--- src/rtl/ste_report_pkg.sv ---
// Shared types for the STE report collector: FSM states, default sizing, record layout.
// The record struct matches the default sizing; non-default builds derive their own layout.
package ste_report_pkg;

  localparam int DEF_NUM_REPORTS = 4;
  localparam int DEF_OFFSET_W    = 32;
  localparam int DEF_DEPTH       = 16;

  typedef enum logic [1:0] {
    RUN   = 2'd0,
    DRAIN = 2'd1,
    DONE  = 2'd2
  } state_t;

  typedef struct packed {
    logic [DEF_OFFSET_W-1:0]    offset;
    logic [DEF_NUM_REPORTS-1:0] bits;
  } record_t;

endpackage

--- src/rtl/ste_report_if.sv ---
// Symbol/report inputs from the STE array and the ready/valid record stream out of the collector.
// master is the array + consumer side, slave is the collector.
interface ste_report_if
  import ste_report_pkg::*;
#(
  parameter int NUM_REPORTS = DEF_NUM_REPORTS,
  parameter int OFFSET_W    = DEF_OFFSET_W
);

  logic                   symbolValid;
  logic [NUM_REPORTS-1:0] reportVector;
  logic                   endOfStream;
  logic                   reportValid;
  logic                   reportReady;
  logic [OFFSET_W-1:0]    reportOffset;
  logic [NUM_REPORTS-1:0] reportBits;

  modport master (
    output symbolValid, reportVector, endOfStream, reportReady,
    input  reportValid, reportOffset, reportBits
  );

  modport slave (
    input  symbolValid, reportVector, endOfStream, reportReady,
    output reportValid, reportOffset, reportBits
  );

endinterface

--- src/rtl/ste_report_fifo.sv ---
// Generic synchronous FIFO, DEPTH entries (power of two), simultaneous push/pop.
// Latency: a push is visible at the head one cycle later, no bypass.
// Backpressure: push ignored when full unless a pop happens the same cycle.
module ste_report_fifo #(
  parameter int WIDTH = 36,
  parameter int DEPTH = 16,
  localparam int AW   = $clog2(DEPTH)
) (
  input  logic             clock,
  input  logic             resetN,
  input  logic             push,
  input  logic [WIDTH-1:0] pushData,
  input  logic             pop,
  output logic [WIDTH-1:0] popData,
  output logic             full,
  output logic             empty,
  output logic [AW:0]      count
);

  logic [WIDTH-1:0] mem [DEPTH];
  logic [AW-1:0]    wrPtr;
  logic [AW-1:0]    rdPtr;
  logic             wrEn;
  logic             rdEn;

  assign full  = (count == (AW+1)'(DEPTH));
  assign empty = (count == '0);
  assign wrEn  = push && (!full || pop);
  assign rdEn  = pop && !empty;
  // Head is masked while empty so the output reads zero after reset.
  assign popData = empty ? '0 : mem[rdPtr];

  always_ff @(posedge clock or negedge resetN) begin
    if (!resetN) begin
      wrPtr <= '0;
      rdPtr <= '0;
      count <= '0;
    end else begin
      if (wrEn) wrPtr <= wrPtr + 1'b1;
      if (rdEn) rdPtr <= rdPtr + 1'b1;
      count <= count + {{AW{1'b0}}, wrEn} - {{AW{1'b0}}, rdEn};
    end
  end

  always_ff @(posedge clock) begin
    if (wrEn) mem[wrPtr] <= pushData;
  end

endmodule

--- src/rtl/ste_report_collector.sv ---
// Tags non-empty STE report vectors with their symbol offset and queues them; optional REPORT_DROP_COUNT_EN adds dropCount.
// Latency: record valid one cycle after the reporting symbol; done one cycle after the final pop.
// Backpressure: reportReady low holds the head; pushes into a full FIFO without a pop are dropped.
module ste_report_collector
  import ste_report_pkg::*;
#(
  parameter int NUM_REPORTS = DEF_NUM_REPORTS,
  parameter int OFFSET_W    = DEF_OFFSET_W,
  parameter int DEPTH       = DEF_DEPTH
) (
  input  logic        clock,
  input  logic        resetN,
  ste_report_if.slave rpt,
  output logic        overflow,
  output logic        done
`ifdef REPORT_DROP_COUNT_EN
  ,
  output logic [15:0] dropCount
`endif
);

  localparam int AW = $clog2(DEPTH);

  typedef struct packed {
    logic [OFFSET_W-1:0]    offset;
    logic [NUM_REPORTS-1:0] bits;
  } rec_t;

  state_t              state;
  state_t              nextState;
  logic [OFFSET_W-1:0] offset;
  rec_t                pushRec;
  rec_t                headRec;
  logic                running;
  logic                pushReq;
  logic                pop;
  logic                accept;
  logic                drop;
  logic                full;
  logic                empty;
  logic [AW:0]         count;
  logic                nextEmpty;

  assign running = (state == RUN);
  assign pushReq = running && rpt.symbolValid && (|rpt.reportVector);
  assign pop     = rpt.reportValid && rpt.reportReady;
  assign accept  = pushReq && (!full || pop);
  assign drop    = pushReq && full && !pop;
  // FIFO will hold nothing after this edge: lets done rise right after the last pop.
  assign nextEmpty = !accept && (empty || (count == (AW+1)'(1) && pop));

  assign pushRec.offset = offset;
  assign pushRec.bits   = rpt.reportVector;

  ste_report_fifo #(
    .WIDTH ($bits(rec_t)),
    .DEPTH (DEPTH)
  ) u_fifo (
    .clock    (clock),
    .resetN   (resetN),
    .push     (pushReq),
    .pushData (pushRec),
    .pop      (pop),
    .popData  (headRec),
    .full     (full),
    .empty    (empty),
    .count    (count)
  );

  assign rpt.reportValid  = !empty;
  assign rpt.reportOffset = headRec.offset;
  assign rpt.reportBits   = headRec.bits;
  assign done             = (state == DONE);

  always_ff @(posedge clock or negedge resetN) begin
    if (!resetN) state <= RUN;
    else         state <= nextState;
  end

  always_comb begin
    nextState = state;
    case (state)
      RUN:     if (rpt.endOfStream) nextState = nextEmpty ? DONE : DRAIN;
      DRAIN:   if (nextEmpty)       nextState = DONE;
      default: nextState = state;
    endcase
  end

  always_ff @(posedge clock or negedge resetN) begin
    if (!resetN) begin
      offset   <= '0;
      overflow <= 1'b0;
    end else begin
      if (running && rpt.symbolValid) offset <= offset + 1'b1;
      if (drop) overflow <= 1'b1;
    end
  end

`ifdef REPORT_DROP_COUNT_EN
  always_ff @(posedge clock or negedge resetN) begin
    if (!resetN)                           dropCount <= '0;
    else if (drop && dropCount != 16'hFFFF) dropCount <= dropCount + 16'd1;
  end
`endif

endmodule

--- src/flat_wrapper.sv ---
// flat-port wrapper written by rule: the top's interface ports become plain ports
module ste_report_collector_flat import ste_report_pkg::*;
#(
  parameter int NUM_REPORTS = DEF_NUM_REPORTS,
  parameter int OFFSET_W    = DEF_OFFSET_W,
  parameter int DEPTH       = DEF_DEPTH
)
  (clock, resetN, overflow, done, rpt_symbolValid, rpt_reportVector, rpt_endOfStream, rpt_reportReady, rpt_reportValid, rpt_reportOffset, rpt_reportBits);
  ste_report_if #(.NUM_REPORTS(NUM_REPORTS), .OFFSET_W(OFFSET_W)) rpt_i ();
  input  logic clock;
  input  logic resetN;
  output logic overflow;
  output logic done;
  input wire logic [$bits(rpt_i.symbolValid)-1:0] rpt_symbolValid;
  input wire logic [$bits(rpt_i.reportVector)-1:0] rpt_reportVector;
  input wire logic [$bits(rpt_i.endOfStream)-1:0] rpt_endOfStream;
  input wire logic [$bits(rpt_i.reportReady)-1:0] rpt_reportReady;
  output wire logic [$bits(rpt_i.reportValid)-1:0] rpt_reportValid;
  output wire logic [$bits(rpt_i.reportOffset)-1:0] rpt_reportOffset;
  output wire logic [$bits(rpt_i.reportBits)-1:0] rpt_reportBits;
  assign rpt_i.symbolValid = rpt_symbolValid;
  assign rpt_i.reportVector = rpt_reportVector;
  assign rpt_i.endOfStream = rpt_endOfStream;
  assign rpt_i.reportReady = rpt_reportReady;
  assign rpt_reportValid = rpt_i.reportValid;
  assign rpt_reportOffset = rpt_i.reportOffset;
  assign rpt_reportBits = rpt_i.reportBits;
  ste_report_collector #(.NUM_REPORTS(NUM_REPORTS), .OFFSET_W(OFFSET_W), .DEPTH(DEPTH)) u_core (.clock(clock), .resetN(resetN), .rpt(rpt_i), .overflow(overflow), .done(done));
endmodule
--- config.mk ---
export PLATFORM = sky130hd
export DESIGN_NAME = ste_report_collector_flat
export DESIGN_NICKNAME = d
export VERILOG_FILES = /design/src/rtl/ste_report_pkg.sv /design/src/rtl/ste_report_if.sv /design/src/rtl/ste_report_fifo.sv /design/src/rtl/ste_report_collector.sv /design/src/flat_wrapper.sv
export SDC_FILE = /design/constraint.sdc
export NUM_CORES = 1
export LEC_CHECK = 0
export BUFFER_PORTS_ARGS = -buffer_cell sky130_fd_sc_hd__buf_2
export CORE_AREA = 2 2 238 240
export CTS_CLUSTER_SIZE = 16
export DETAILED_ROUTE_END_ITERATION = 12
export DIE_AREA = 0 0 240 242
export PLACE_DENSITY = 0.7
export SYNTH_ARGS = -nofsm -noshare
export SYNTH_HDL_FRONTEND = slang
export SYNTH_SLANG_ARGS = --single-unit
--- constraint.sdc ---
create_clock -name clock -period 5.65 [get_ports clock]
set_input_delay 0.8475 -clock clock [delete_from_list [all_inputs] [get_ports clock]]
set_output_delay 0.8475 -clock clock [all_outputs]
set_load 0.05 [all_outputs]
==> results of run 1 <==
-- worst max-delay path by stage --
stage / startpoint / to / slack [ps] / cells past startpoint
after detailed placement: rpt_symbolValid / u_core.u_fifo.mem[10][0] / 1710 / 6
final: u_core.u_fifo.rdPtr[0] / rpt_reportOffset[23] / 1470 / 5
after global placement: rpt_symbolValid / u_core.u_fifo.mem[10][34] / 1770 / 6
after global routing: u_core.u_fifo.rdPtr[0] / rpt_reportOffset[23] / 1240 / 5
after CTS: u_core.u_fifo.rdPtr[0] / rpt_reportOffset[23] / 1380 / 5
after floorplan: rpt_symbolValid / u_core.u_fifo.mem[3][0] / 820 / 5
-- through the flow --
stage	std cells	utilization, %	area (um^2)
final	1992	49.1	27300
after global routing	1992	49.1	27300
after CTS	1992	49.1	27300
after detailed placement	1887	45.6	25400
after global placement	1887	45.6	25400
after floorplan	1110	-	24100
-- layout by cell type, fill, tap and decap left out, types with 13 or more instances in the layout --
cell type / n
mux2i_1: 72
dfrtp_1: 44
nand4_1: 13
nand2_1: 15
nand3_1: 19
xnor2_1: 31
clkbuf_16: 57
mux4_2: 144
edfxtp_1: 576
inv_1: 14
o22ai_1: 36
buf_2: 47
buf_4: 25
-- per-layer routing --
layer | vias up | global-route usage [%]
li1 | 4768 | -
met1 | 5958 | 25.1
met2 | 363 | 29.1
met3 | 55 | 2.50
met4 | 0 | 4.40
met5 | - | 0
-- power by group --
group          internal [W]  leakage (nW)  switching [W]  total [W]
clock network       0.00228         0.938        0.00162    0.00390
registers           0.00512          6.04       0.000359    0.00548
logic               0.00152          2.21        0.00236    0.00387
total               0.00891          9.19        0.00434     0.0133
-- registers in the layout (all words and copies together) (netlist names) --
| signal | count |
|---|---|
| u_core.u_fifo.mem | 576 |
| u_core.u_fifo.wrPtr | 4 |
| u_core.u_fifo.count | 5 |
| u_core.offset | 32 |
| u_core.state | 2 |
| u_core.u_fifo.rdPtr | 4 |
| u_core.overflow | 1 |
-- area by class of cell --
| type | count | area (um^2) | area share (%) |
|---|---|---|---|
| clock buffers | 69 | 1520 | 5.56 |
| well taps | 756 | 946 | 3.46 |
| repair buffers | 74 | 463 | 1.69 |
| clock inverters | 36 | 388 | 1.42 |
| flip-flops and latches | 624 | 18500 | 67.7 |
| multi-input cells | 419 | 5460 | 20.0 |
| inverters | 14 | 52.6 | 0.192 |
-- cells by family (layout without fill, tap and decap cells) --
logic type | count (synthesis) | in the layout
adder cells (fa/ha/maj) | 13 | 13
XOR/XNOR | 41 | 41
AO/OA/AOI/OAI | 43 | 43
AND/OR/NAND/NOR | 104 | 104
buffers and inverters | 67 | 193
flip-flops | 624 | 624
multiplexers | 218 | 218
==> run summary, run 1 <==
number of buffers added for setup after CTS: 0
Reg-to-Reg End: u_core.u_fifo.mem[10][34]
root buffer cell: clkbuf_16
status: completed
final net count: 1,212
CTS tree: done
largest area contributor in the netlist: edfxtp_1
RSZ-0062 raised after global routing: no
Simple-Gate Fraction of Synth Area: 2.32%
peak supply drop: 0.335 mV
Final WS setup: 1470 ps
synthesized flop and latch total: 624
Die Area: 58,100 um^2
Final GP Congestion: 0.759
Synth Area in Compound Gates: 1.14%
Synth Cell Area: 24,100 um^2
CP Capture Type: output pin
Worst-Margin Slew: 1270 ps
mean post-synth cell area: 21.7 um^2
Setup CP Type: register to output pin
number of fill cells: 4,449
clk slew on worst S/H paths: 60 ps
drt total wl: 50.0 mm
Top delay family on crit path: flip-flops
total number of vias: 11,100
largest family of logic cells by synthesized area: multiplexers
Tcrit/Tclk final: 74.0%
Starting DRT DRC Count: 1,185
metal2 WL: 25.4 mm
Yosys warning count: 0
CP cell instances: buf_4 -> mux4_2 -> mux2i_1 -> o22ai_1 -> buf_2
clock latency on the worst-skew pair: 600 ps
WL met1: 20.8 mm
Pwr per Cell Area: 485 nW/um^2
min Tclk post-route: 4180 ps
Data required, critical path: 4800 ps
multiplexer share of the synthesized area: 16.5%
H-Tree Depth: 2
initial antenna violation count: 0
Met3 Routed Length: 2.88 mm
top_reg_cell synth: edfxtp_1
relative slew slack: 14.3%
Post-Synthesis Cells: 1,110
die width: 240 um
setup TNS: 0 ps
wire per inst: 25.1 um
Final Setup Violations: 0
Max Freq: 239 MHz
Critical Path Max Stage Delay: 880 ps
Rows: 87
CP arrival: 3330 ps
Highest Signal Layer: met4
WP buf/inv: 2
r2r setup slk: 2230 ps
post-route DRC violation count: 0
Yosys top cell area share: 71.7%
Post-DRT Antenna Nets: 0
GRT Overall Usage: 17.7%
Post-Syn Nets: 1,132
Synth area leaders: edfxtp_1, mux4_2, dfrtp_1, mux2i_1, xnor2_1
clk buf depth: 3
largest net degree at the start of global routing: 91
CP max FO: 36
worst hold slack: 473 ps
Slowest cell on crit path: dfrtp_4
reg2reg path depth: 5
Adder-Cell Fraction of Synth Area: 0.705%
Slew Limit Fails: 0
EDFF count, synth: 576
type of the worst min-delay path: input pin to async pin
# IOs: 48
P_leak: 9.19 nW
Async SR Flop Fraction: 7.69%
Area Growth Syn to Fin: 13.4%
Hold Violations, Final: 0
sequential area share after synthesis: 76.7%
Pre-Repair DR Iteration Count: 5
Num CTS Buffers: 57
pre-CTS WS: 1710 ps
Tot Pwr: 0.0133 W
FF-to-FF Start: u_core.state[1]
XOR/XNOR Fraction of Synth Area: 1.49%
core outline area: 55,700 um^2
Chip Height: 242 um
max-capacitance violation count: 0
initial cell density of the core: 43.3%
Post-CTS Resized: 0
PortBufs: 47
startpoint type of the worst setup path: register
grt total ovfl: 0
Vias/cell: 5.59
vias in the first global route: 11,500
Fin Clk Skew: 13.5 ps
top cells by count, synth: edfxtp_1, mux4_2, mux2i_1
post-DP HPWL: 29.7 mm
CTS Hold Bufs: 0
antenna cells: 0
clock sinks: 624
Yosys cell types: 38
first-pass GRT wire length: 75.9 mm
top-count cell post-synth: edfxtp_1
layout cells sized above 1: 26.5%
Power figures use the tool's default switching activity.
==> inputs of run 2 (changes only) <==
Clock period 5.65 ns to 4 ns, I/O delays scaled along.
==> run 2 against run 1 <==
  * Flip-flop and latch count stayed put
  * Critical path depth is 2 higher
  * Clock skew is 3.3 ps higher
  * Global-route usage is 0.28 points lower
  * Core utilization is 0.16 points higher
  * First-iteration DRC count is 1.4% lower
  * Cell area is 0.32% higher
  * Non-clock buffer count is 15 higher
  * Wire length is 0.11% higher
  * Setup slack worse by 1200 ps
  * Critical path type unchanged
  * Largest power group unchanged
==> run summary, run 2 (synthesized netlist as in run 1, its figures left out) <==
clock latency on the worst-skew pair: 590 ps
commonest non-fill, non-tap cells in the layout: edfxtp_1, mux4_2, mux2i_1
Tcrit/Tclk final: 93.7%
drt total wl: 50.0 mm
P_leak: 9.20 nW
core outline area: 55,700 um^2
most frequent CP cell: nand2b_1
reg2reg path depth: 12
Highest Signal Layer: met5
FF-to-FF Start: u_core.state[1]
root buffer cell: clkbuf_16
Pwr per Cell Area: 667 nW/um^2
clock sinks: 624
Top Registers: u_core.u_fifo.mem x576, u_core.offset x32, u_core.u_fifo.count x5
CP arrival: 3150 ps
vias in the first global route: 11,900
total number of vias: 11,200
Final GP Congestion: 0.768
Rows: 87
Slew Limit Fails: 0
startpoint type of the worst setup path: register
RSZ-0062 raised after global routing: no
peak supply drop: 0.479 mV
grt total ovfl: 0
Die Area: 58,100 um^2
Cell Int Power: 0.0123 W
most flop-heavy register: u_core.u_fifo.mem
most common cell after layout, fill and taps aside: edfxtp_1
Num CTS Buffers: 55
Reg-to-Reg End: u_core.u_fifo.count[4]
Starting DRT DRC Count: 1,169
Critical Path Max Stage Delay: 730 ps
setup TNS: 0 ps
Cell Area, Placed: 25,700 um^2
relative slew slack: 32.8%
Chip Height: 242 um
wire per inst: 24.9 um
GRT Overall Usage: 17.4%
clk slew on worst S/H paths: 60 ps
CTS tree: done
clk buf depth: 3
design area: 27,400 um^2
type of the worst min-delay path: input pin to async pin
r2r setup slk: 800 ps
Hold Violations, Final: 0
switching fraction of total power: 32.6%
CP cell instances: inv_1 -> ha_1 -> nand2b_1 -> or3_1 -> nand2b_1 -> o22ai_1 -> buf_2
status: completed
sequential share of power: 41.4%
initial antenna violation count: 2
largest net degree at the start of global routing: 56
combinational share of power: 30.5%
layout cells sized above 1: 27.0%
# IOs: 48
clock group share of total power: 28.2%
Post-DRT Antenna Nets: 0
die width: 240 um
metal2 WL: 25.3 mm
Fin Clk Skew: 16.9 ps
CP Capture Type: output pin
post-route DRC violation count: 0
Vias/cell: 5.57
Met3 Routed Length: 2.91 mm
post-DP HPWL: 28.1 mm
Data required, critical path: 3400 ps
Pre-Repair DR Iteration Count: 5
final net count: 1,225
number of flip-flops in the largest register: 576
Net Sw Power: 0.00597 W
PortBufs: 47
min Tclk post-route: 3750 ps
initial cell density of the core: 43.3%
WL met1: 20.3 mm
first-pass GRT wire length: 74.7 mm
CP max FO: 13
H-Tree Depth: 2
Setup CP Type: register to output pin
Slowest cell on crit path: nand2b_1
Max Freq: 267 MHz
Final Setup Violations: 0
max-capacitance violation count: 0
Area Growth Syn to Fin: 13.7%
number of buffers added for setup after CTS: 0
Worst-Margin Slew: 1010 ps
==> run 2: timing repair <==
action | CTS | global route
gates resized for setup | 0 | 2
hold buffers | 0 | 0
endpoints found under the setup margin | 0 | 1
==> run 2: layer usage <==
metal	global-route usage, %	up-vias
li1	-	4785
met1	23.1	5923
met2	29.3	381
met3	2.81	96
met4	5.96	2
met5	0	-
==> run 2: how the worst max path moves through the flow <==
stage / startpoint / end / slack, ps / cells past startpoint
6_report: u_core.u_fifo.count[3] / rpt_reportOffset[7] / 250 / 7
5_1_grt: u_core.u_fifo.count[3] / rpt_reportOffset[7] / 100 / 7
4_1_cts: u_core.u_fifo.count[3] / rpt_reportOffset[26] / 190 / 8
3_5_place_dp: rpt_symbolValid / u_core.u_fifo.count[4] / 600 / 13
3_3_place_gp: rpt_symbolValid / u_core.u_fifo.count[4] / 680 / 13
2_1_floorplan: rpt_symbolValid / u_core.u_fifo.mem[7][0] / 380 / 5
==> run 2: critical path: cells and delay by family (launching register included) <==
kind	cells	cell delay, ps
DFF	1	400
buffers and inverters	2	400
and+or+nand+nor	3	1290
AOI/OAI and AO/OA	1	290
adders and majority gates	1	180
==> run 2: per-stage QoR <==
stage / cells / hold slack, ps / util, % / total power, W / setup slack, ps
6_report: 2007 / 136 / 49.2 / 0.0183 / 253
5_1_grt: 2007 / 178 / 49.2 / 0.0190 / 104
4_1_cts: 2006 / 148 / 49.2 / 0.0185 / 192
3_5_place_dp: 1902 / 555 / 46.0 / 0.0134 / 596
3_3_place_gp: 1902 / 533 / 46.0 / 0.0133 / 684
2_1_floorplan: 1110 / 304 / - / 0.0119 / 382
==> run 2: cell type report <==
cell class	count	area, um^2
Antenna cell	1	2.50
Clock buffer	74	1510
Clock inverter	30	256
Fill cell	4439	28300
Inverter	14	52.6
Multi-Input combinational cell	419	5490
Sequential cell	624	18500
Tap cell	756	946
Timing Repair Buffer	89	663
==> run 2: power by group through the flow <==
stage	sequential (W)	clock (W)	combinational, W
finish	0.00757	0.00515	0.00558
CTS	0.00757	0.00523	0.00566
global route	0.00760	0.00547	0.00590
detailed placement	0.00771	0	0.00565
floorplan	0.00747	0	0.00443
global placement	0.00770	0	0.00562
==> inputs of run 3 (changes only) <==
Settings changed: REMOVE_ABC_BUFFERS set to 1.
Clock period 4 ns to 4.6 ns, I/O delays scaled along.
==> run 3 against run 2 <==
  * Via count grew 1.9%
  * Flip-flop and latch count did not move
  * Core utilization increased by 0.13 points
  * Critical path depth fell by 2
  * First-iteration DRC count is 24% higher
  * Die area stayed put
  * Cell area grew 0.27%
  * Clock-buffer cell count is 7 higher
  * Clock skew is 8.6 ps higher
  * Critical path type unchanged
  * Critical endpoint is now rpt_reportOffset[14]
  * Largest cell class unchanged
==> run summary, run 3 (synthesized netlist as in run 1, its figures left out) <==
reg2reg path depth: 6
grt total ovfl: 0
Vias/cell: 5.69
CP arrival: 3120 ps
CTS Hold Bufs: 0
layout cells sized above 1: 27.2%
switching fraction of total power: 33.2%
Max Freq: 262 MHz
Slowest cell on crit path: dfrtp_4
post-route DRC violation count: 0
CP Launch Point: u_core.u_fifo.rdPtr[0]
max-capacitance violation count: 0
Placed Cells: 1,896
Tcrit/Tclk final: 82.8%
Reg-to-Reg End: u_core.u_fifo.mem[11][7]
Final Setup Violations: 0
CP max FO: 41
# IOs: 48
Final WS setup: 789 ps
vias in the first global route: 11,400
clk buf depth: 3
type of the worst min-delay path: input pin to async pin
Post-CTS Resized: 0
Pwr per Cell Area: 599 nW/um^2
commonest non-fill, non-tap cells in the layout: edfxtp_1, mux4_2, mux2i_1
Post-DRT Antenna Nets: 0
CP cell instances: buf_4 -> mux4_2 -> mux2i_1 -> o22ai_1 -> buf_2
Final GP Congestion: 0.759
Worst-Margin Slew: 1190 ps
most flop-heavy register: u_core.u_fifo.mem
Die Area: 58,100 um^2
drt total wl: 50.8 mm
clock latency on the worst-skew pair: 630 ps
number of flip-flops in the largest register: 576
CTS tree: done
Starting DRT DRC Count: 1,445
Chip Height: 242 um
Area Growth Syn to Fin: 14.0%
H-Tree Depth: 2
initial cell density of the core: 43.3%
wire per inst: 25.4 um
antenna cells: 0
die width: 240 um
Cell Int Power: 0.0110 W
post-DP HPWL: 29.8 mm
CP Capture Type: output pin
status: completed
relative slew slack: 20.1%
combinational share of power: 29.6%
r2r setup slk: 1490 ps
min Tclk post-route: 3810 ps
Fin Clk Skew: 25.5 ps
sequential share of power: 40.7%
peak supply drop: 0.443 mV
Hold Violations, Final: 0
first-pass GRT wire length: 75.9 mm
Top Registers: u_core.u_fifo.mem x576, u_core.offset x32, u_core.u_fifo.count x5
number of fill cells: 4,445
Setup CP Type: register to output pin
Data required, critical path: 3910 ps
FF-to-FF Start: u_core.state[1]
most common cell after layout, fill and taps aside: edfxtp_1
largest net degree at the start of global routing: 58
root buffer cell: clkbuf_16
clock sinks: 624
PortBufs: 47
final net count: 1,224
clk slew on worst S/H paths: 60 ps
GRT Overall Usage: 17.8%
initial antenna violation count: 2
Final Util: 49.4%
Num CTS Buffers: 60
worst hold slack: 172 ps
number of buffers added for setup after CTS: 0
RSZ-0062 raised after global routing: no
Net Sw Power: 0.00546 W
Critical Path Max Stage Delay: 950 ps
pre-CTS WS: 1180 ps
core outline area: 55,700 um^2
Layout Cells excl Fill: 2,004
Rows: 87
clock group share of total power: 29.7%
Slew Limit Fails: 0
total number of vias: 11,400
P_leak: 9.27 nW
startpoint type of the worst setup path: register
Pre-Repair DR Iteration Count: 5
run 3: metrics by stage:
step,TNS (ps),power [W],area (um^2)
2_1_floorplan,-90270,0.0107,23900
3_3_place_gp,0,0.0117,25500
3_5_place_dp,0,0.0118,25500
4_1_cts,0,0.0166,27500
5_1_grt,0,0.0171,27500
6_report,0,0.0165,27500
run 3: routing by layer:
layer / track usage [%] / vias up / wire length [um]
met5: 0 / - / 0
met4: 4.15 / 0 / 863
met3: 4.15 / 70 / 4540
met2: 26.7 / 492 / 23700
met1: 26.6 / 6052 / 21800
li1: - / 4789 / -
run 3: cell type report:
type | count | area, um^2 | area share (%)
Timing Repair Buffer | 83 | 568 | 2.07
Multi-Input combinational cell | 419 | 5460 | 19.9
Sequential cell | 624 | 18500 | 67.3
Inverter | 14 | 52.6 | 0.191
Clock inverter | 27 | 298 | 1.08
Tap cell | 756 | 946 | 3.44
Clock buffer | 81 | 1670 | 6.07
run 3: worst max-delay path by stage:
stage | slack [ps] | end | depth (start not counted)
6_report | 790 | rpt_reportOffset[14] | 5
3_5_place_dp | 1180 | u_core.u_fifo.mem[11][19] | 7
2_1_floorplan | -2480 | rpt_reportOffset[30] | 3
3_3_place_gp | 1200 | u_core.u_fifo.mem[11][17] | 7
5_1_grt | 580 | rpt_reportOffset[14] | 5
4_1_cts | 680 | rpt_reportOffset[19] | 5
run 3: critical path, delay by kind of cell (launching register included):
family,cells,cell delay (ps)
AO/OA/AOI/OAI,1,130
buffers and inverters,2,610
flip-flops,1,950
multiplexers,2,760
run 3: power groups by stage:
stage,registers [W],logic [W],clock network [W]
3_5_place_dp,0.00684,0.00491,0
3_3_place_gp,0.00683,0.00492,0
2_1_floorplan,0.00708,0.00363,0
4_1_cts,0.00672,0.00493,0.00496
6_report,0.00670,0.00488,0.00488
5_1_grt,0.00675,0.00515,0.00517
